==> src/rtl/s_trap_sequencer.sv <==
// Supervisor trap-entry / SRET sequencer driving the S-mode CSR file one access per cycle.
// Trap: redirect 7 cycles after acceptance; SRET: 4 cycles. busy stalls the pipeline, so requests seen outside IDLE are dropped.
module s_trap_sequencer #(
  parameter int unsigned XLEN      = 64,
  parameter logic [3:0]  ILL_CAUSE = 4'd2
) (
  input  logic            clk,
  input  logic            rst,
  input  logic            trap_req,
  input  logic [3:0]      trap_cause,
  input  logic [XLEN-1:0] trap_val,
  input  logic [XLEN-1:0] trap_pc,
  input  logic            sret_req,
  input  logic [1:0]      priv_lvl,
  input  logic [XLEN-1:0] csr_rdata,
  output logic            csr_we,
  output logic [11:0]     csr_addr,
  output logic [XLEN-1:0] csr_wdata,
  output logic [1:0]      csr_priv,
  output logic            busy,
  output logic            redirect_valid,
  output logic [XLEN-1:0] redirect_pc,
  output logic [1:0]      new_priv
);

  localparam logic [11:0] A_SSTATUS = 12'h100;
  localparam logic [11:0] A_STVEC   = 12'h105;
  localparam logic [11:0] A_SEPC    = 12'h141;
  localparam logic [11:0] A_SCAUSE  = 12'h142;
  localparam logic [11:0] A_STVAL   = 12'h143;
  localparam logic [1:0]  PRIV_U    = 2'b00;
  localparam logic [1:0]  PRIV_S    = 2'b01;

  typedef enum logic [3:0] {
    IDLE, T_SEPC, T_SCAUSE, T_STVAL, T_SST_RD, T_SST_WR, T_VEC_RD,
    DONE, R_SST_RD, R_SST_WR, R_EPC_RD
  } state_e;

  state_e          state_q, state_d;
  logic [XLEN-1:0] pc_q, pc_d;
  logic [3:0]      cause_q, cause_d;
  logic [XLEN-1:0] val_q, val_d;
  logic [1:0]      priv_q, priv_d;
  logic [XLEN-1:0] ss_q, ss_d;
  logic [XLEN-1:0] tgt_q, tgt_d;
  logic [1:0]      tpriv_q, tpriv_d;
  logic [XLEN-1:0] rpc_q, rpc_d;
  logic [1:0]      rpriv_q, rpriv_d;

  always_ff @(posedge clk) begin
    if (rst) begin
      state_q <= IDLE;
      pc_q    <= '0;
      cause_q <= '0;
      val_q   <= '0;
      priv_q  <= '0;
      ss_q    <= '0;
      tgt_q   <= '0;
      tpriv_q <= '0;
      rpc_q   <= '0;
      rpriv_q <= '0;
    end else begin
      state_q <= state_d;
      pc_q    <= pc_d;
      cause_q <= cause_d;
      val_q   <= val_d;
      priv_q  <= priv_d;
      ss_q    <= ss_d;
      tgt_q   <= tgt_d;
      tpriv_q <= tpriv_d;
      rpc_q   <= rpc_d;
      rpriv_q <= rpriv_d;
    end
  end

  always_comb begin
    state_d        = state_q;
    pc_d           = pc_q;
    cause_d        = cause_q;
    val_d          = val_q;
    priv_d         = priv_q;
    ss_d           = ss_q;
    tgt_d          = tgt_q;
    tpriv_d        = tpriv_q;
    rpc_d          = rpc_q;
    rpriv_d        = rpriv_q;
    csr_we         = 1'b0;
    csr_addr       = '0;
    csr_wdata      = '0;
    csr_priv       = PRIV_S;
    busy           = 1'b1;
    redirect_valid = 1'b0;
    redirect_pc    = rpc_q;
    new_priv       = rpriv_q;

    case (state_q)
      IDLE: begin
        csr_priv = PRIV_U;
        busy     = 1'b0;
        if (trap_req) begin
          pc_d    = trap_pc;
          cause_d = trap_cause;
          val_d   = trap_val;
          priv_d  = priv_lvl;
          state_d = T_SEPC;
        end else if (sret_req && priv_lvl == PRIV_U) begin
          // SRET from U-mode becomes an illegal-instruction trap
          pc_d    = trap_pc;
          cause_d = ILL_CAUSE;
          val_d   = '0;
          priv_d  = priv_lvl;
          state_d = T_SEPC;
        end else if (sret_req) begin
          priv_d  = priv_lvl;
          state_d = R_SST_RD;
        end
      end
      T_SEPC: begin
        csr_we    = 1'b1;
        csr_addr  = A_SEPC;
        csr_wdata = {pc_q[XLEN-1:1], 1'b0};
        state_d   = T_SCAUSE;
      end
      T_SCAUSE: begin
        csr_we    = 1'b1;
        csr_addr  = A_SCAUSE;
        csr_wdata = {{(XLEN-4){1'b0}}, cause_q};
        state_d   = T_STVAL;
      end
      T_STVAL: begin
        csr_we    = 1'b1;
        csr_addr  = A_STVAL;
        csr_wdata = val_q;
        state_d   = T_SST_RD;
      end
      T_SST_RD: begin
        csr_addr = A_SSTATUS;
        ss_d     = csr_rdata;
        state_d  = T_SST_WR;
      end
      T_SST_WR: begin
        csr_we       = 1'b1;
        csr_addr     = A_SSTATUS;
        csr_wdata    = ss_q;
        csr_wdata[5] = ss_q[1];
        csr_wdata[1] = 1'b0;
        csr_wdata[8] = (priv_q == PRIV_S);
        state_d      = T_VEC_RD;
      end
      T_VEC_RD: begin
        // Only exceptions are taken, so stvec mode bits never select vectoring
        csr_addr = A_STVEC;
        tgt_d    = {csr_rdata[XLEN-1:2], 2'b00};
        tpriv_d  = PRIV_S;
        state_d  = DONE;
      end
      DONE: begin
        redirect_valid = 1'b1;
        redirect_pc    = tgt_q;
        new_priv       = tpriv_q;
        rpc_d          = tgt_q;
        rpriv_d        = tpriv_q;
        state_d        = IDLE;
      end
      R_SST_RD: begin
        csr_addr = A_SSTATUS;
        ss_d     = csr_rdata;
        state_d  = R_SST_WR;
      end
      R_SST_WR: begin
        csr_we       = 1'b1;
        csr_addr     = A_SSTATUS;
        csr_wdata    = ss_q;
        csr_wdata[1] = ss_q[5];
        csr_wdata[5] = 1'b1;
        csr_wdata[8] = 1'b0;
        state_d      = R_EPC_RD;
      end
      R_EPC_RD: begin
        csr_addr = A_SEPC;
        tgt_d    = {csr_rdata[XLEN-1:1], 1'b0};
        tpriv_d  = ss_q[8] ? PRIV_S : PRIV_U;
        state_d  = DONE;
      end
      default: state_d = IDLE;
    endcase
  end

endmodule

==> config.mk <==
export PLATFORM = sky130hd
export DESIGN_NAME = s_trap_sequencer
export DESIGN_NICKNAME = d
export VERILOG_FILES = /design/src/rtl/s_trap_sequencer.sv
export SDC_FILE = /design/constraint.sdc
export NUM_CORES = 1
export LEC_CHECK = 0
export BUFFER_PORTS_ARGS = -buffer_cell sky130_fd_sc_hd__buf_2
export CORE_ASPECT_RATIO = 0.75
export CORE_MARGIN = 5
export CORE_UTILIZATION = 58
export DETAILED_ROUTE_END_ITERATION = 10
export PLACE_DENSITY = 0.86
export SYNTH_ARGS = -nofsm -noshare
export SYNTH_HDL_FRONTEND = slang
export SYNTH_SLANG_ARGS = --single-unit
==> constraint.sdc <==
create_clock -name clk -period 2.8 [get_ports clk]
set_input_delay 0.14 -clock clk [delete_from_list [all_inputs] [get_ports clk]]
set_output_delay 0.14 -clock clk [all_outputs]
set_load 0.01 [all_outputs]
==> results.md <==
Cells and area:
- The fraction of final layout cells sized beyond drive strength 1 is 0.236.
- At the end of the flow, the number of nets in the layout was 2305.
- Once layout is done, the placed cells without fillers occupy 19100 sq um.
- Compared with the post-synthesis result, the final layout area differs by 34.8%.
- The number of fillers in the final layout is 1445.
- The finished layout holds 2460 standard cells, fillers aside.

Yosys:
- Ranked by total cell area, the synthesized netlist is headed by dfxtp_1 47%, nand2_1 8.4%, mux2_2 5.2%.
- Counting flops with an async set or reset pin after synthesis yields a share of 0.
- The most used flip-flop cell after synthesis is dfxtp_1.
- The mapped netlist covers 14200 sq um.
- The fraction of synthesized cell area taken by the top area cell type is 0.467.
- The number of register bits inferred by synthesis is 331.
- Yosys mapped a number of flops with a built-in enable equal to 0.
- The synthesized netlist contains 44 unique library cells.
- The cell taking the most area after synthesis is dfxtp_1.
- For this run, the number of Yosys warnings is 0.
- The share of the yosys chip area belonging to registers is 0.467.
- In the synthesized netlist, the cells that appear most often are 331 x dfxtp_1, 318 x nand2_1, 137 x a21oi_1, 130 x o21ai_0, 126 x nand3_1.
- The average instance in the mapped netlist occupies 8.50 sq um.
- The number of cells produced by synthesis is 1668.
- dfxtp_1 is the most common cell in the netlist.

Flow run:
- Across the run, the number of max-cap violations was 0.

Routing:
- The remaining design rule violation count is 0.
- The mean routed wirelength per cell is 21.7 microns.
- The number of nets still failing antenna checks after routing is 0.
- After the first detailed-routing iteration, the DRC count stood at 1821.
- The detailed router placed 15400 vias in this run.
- After detailed routing, the number of vias per cell comes to 6.24.
- Before antenna repair, the detailed router went through 8 iterations.
- For this block, the routed nets add up to 53400 microns of wire.

STA:
- On the final layout, the worst hold slack is 0.0459 ns.
- Adding up every negative setup slack in the final design gives 0 ns.
- The worst pin sits at a relative slew slack of 0.410.
- For the pin with the worst max-slew slack, the measured transition is 0.884 ns.
- Setup violations remaining at the end of the flow were counted as 0.
- The count of endpoints failing hold in the final timing report came to 0.
- After layout, the minimum clock period comes to 2.67 ns.
- For the final database, setup skew stands at 0.0213 ns.
- The final max-slew violation count came to 0.
- The fmax is 374 MHz.
- The worst path meets setup with 0.128 ns of slack.
- Dividing the final minimum period by the clock period gives 0.954.

Setup path:
- For the worst setup path, the data required time is 2.66 ns.
- Walking the worst path, the cells encountered are buf_4 > xor2_4 > clkbuf_16 > a32oi_1 > nand2_1 > buf_2.
- The delay of the slowest critical-path stage is 0.53 ns.
- The critical path is of the reg -> out type.
- The count of buffering cells on the critical path with inverters included is 3.
- The worst setup path is captured at a primary output.
- On the critical path the largest part of the delay comes from buffers and inverters.
- On the critical path, the stage with the largest delay is an instance of dfxtp_1.
- STA classifies the critical path startpoint as a register.
- Data on the critical path arrives at its endpoint at 2.53 ns.
- The critical-path maximum fanout is 99.

Global route:
- The number of antenna violations at the first check in global routing came to 6.
- The largest net degree at the start of global routing is 123.
- After global routing the overflow that remains totals 0.
- The first global-routing pass estimated 81700 microns of wire.
- The via count of the first global-routing pass came to 15200.
- In the global route stage, overall resource usage came out at 0.363.

Floorplanning:
- The I/O pin total is 349.
- The number of standard-cell rows in the floorplan is 49.
- The die is 191 microns wide.
- The die area is 27700 sq um.
- The die height is 145 microns.
- The core outline area is 24000 sq um.
- The initial utilization of the core area, before any placement, comes to 0.590.

CTS:
- TritonCTS built the clock tree.
- The maximum buffer depth of the clock tree is 3.
- Clock tree synthesis inserted a total of 34 buffers.
- After clock tree synthesis, the clock-pin slew on the worst setup and hold paths is 0.06 ns.
- The count of clock tree sinks is 331.
- The insertion delay of the later-clocked pin in the worst-skew pair is 0.51 ns.
- The root buffer selected by CTS is clkbuf_16.
- The H-tree generated during clock tree synthesis spans 2 levels.
- Once the clock tree was built, the setup fixing pass inserted 0 buffers.

Place:
- The total instance count after detailed placement is 2200.
- The congestion estimate from routability-driven global placement came to 0.906.
- At the placement stage, the worst setup path has a slack of 0.625 ns.
- The count of input and output buffers is 339.
- The instance area after placement is 16000 sq um.
- The detailed placer's ending HPWL is 29400 microns.

Pwr:
- VDD sags by at most 0.000469 V.
- For this design the ratio of total power to cell area is 676 nW/um^2.
- The static leakage power is 8.15 nW.

Worst hold path:
- The kind of path behind the tightest hold check is in -> reg.

Run status:
- The flow ran to the end, and the final reports show no timing, DRC or antenna violations.
==> flip-flops by register name (all words and copies together) (netlist names) <==
name,flops
ss_q,64
tgt_q,63
rpriv_q,2
tpriv_q,1
val_q,64
cause_q,4
pc_q,63
priv_q,2
state_q,4
rpc_q,64
==> metal layers <==
layer	share of wire	vias to the layer above	track usage	wire [microns]
met5	0.00041	-	0	22
met4	0.069	4	0.207	3690
met3	0.10	325	0.0842	5530
met2	0.48	1203	0.614	25600
met1	0.35	7165	0.421	18500
li1	-	6663	-	-
==> through the flow <==
| stage | power [mW] | util |
|---|---|---|
| floorplan | 7.16 | - |
| global route | 13.3 | 0.795 |
| finish | 12.9 | 0.795 |
| detailed placement | 8.06 | 0.666 |
| global placement | 7.98 | 0.666 |
| CTS | 12.7 | 0.794 |
==> power by group <==
group / switching [mW] / total (mW) / internal, mW
sequential: 0.286 / 5.42 / 5.13
clock: 1.86 / 4.52 / 2.66
combinational: 1.92 / 2.99 / 1.06
total: 4.07 / 12.9 / 8.86
==> worst paths after layout <==
path | start | end | slack, ns | depth (start not counted)
max | state_q[3]$_SDFFE_PP0P_ | csr_wdata[20] | 0.13 | 6
min | sret_req | priv_q[1]$_SDFFE_PP0P_ | 0.05 | 4
max reg2reg | state_q[3]$_SDFFE_PP0P_ | tgt_q[13]$_SDFFE_PP0P_ | 0.40 | 6
min reg2reg | pc_q[48]$_SDFFE_PP0P_ | pc_q[48]$_SDFFE_PP0P_ | 0.46 | 2
==> worst register-to-register path: cells and delay by family (launching register included) <==
family                 cells  cell delay [ns]
AO/OA/AOI/OAI              1             0.22
buffers and inverters      3             1.17
XOR/XNOR                   1             0.21
flip-flops                 1             0.53
AND/OR/NAND/NOR            1             0.19
==> cells in the final DEF, fill, tap and decap left out, types with 67 or more instances in the layout <==
cell type	count
and2_1	67
o32ai_1	67
a21oi_1	137
inv_1	69
dfxtp_1	329
nand3_1	126
o21ai_0	130
buf_2	338
nand2_1	317
dlygate4sd3_1	198
==> cells by family (layout without fill, tap and decap cells) <==
group / after synthesis / in the layout / share of synthesized area
and+or+nand+nor: 547 / 547 / 0.177
AOI/OAI and AO/OA: 408 / 408 / 0.180
DFF: 331 / 331 / 0.467
buffers and inverters: 249 / 698 / 0.0755
muxes: 130 / 130 / 0.0975
xor gates and xnor gates: 2 / 2 / 0.00230
other: 1 / 13 / 0.000265
==> area by class of cell <==
type,instances,area [sq um],share of cell area
sequential,331,6630,0.347
multi-input combinational,1095,6590,0.345
timing repair buffer,570,4110,0.215
clock buffer,52,1010,0.0528
tap,331,414,0.0217
inverter,71,274,0.0143
clock inverter,5,78.8,0.00412
antenna,5,12.5,0.000655
==> what timing repair did <==
| action | in CTS | in global routing |
|---|---|---|
| setup endpoints to repair | 0 | 22 |
| resized for setup | 0 | 6 |
| endpoints found under the hold margin | 261 | 0 |
| hold buffers | 198 | 0 |
(Power assumes the default switching activity.)
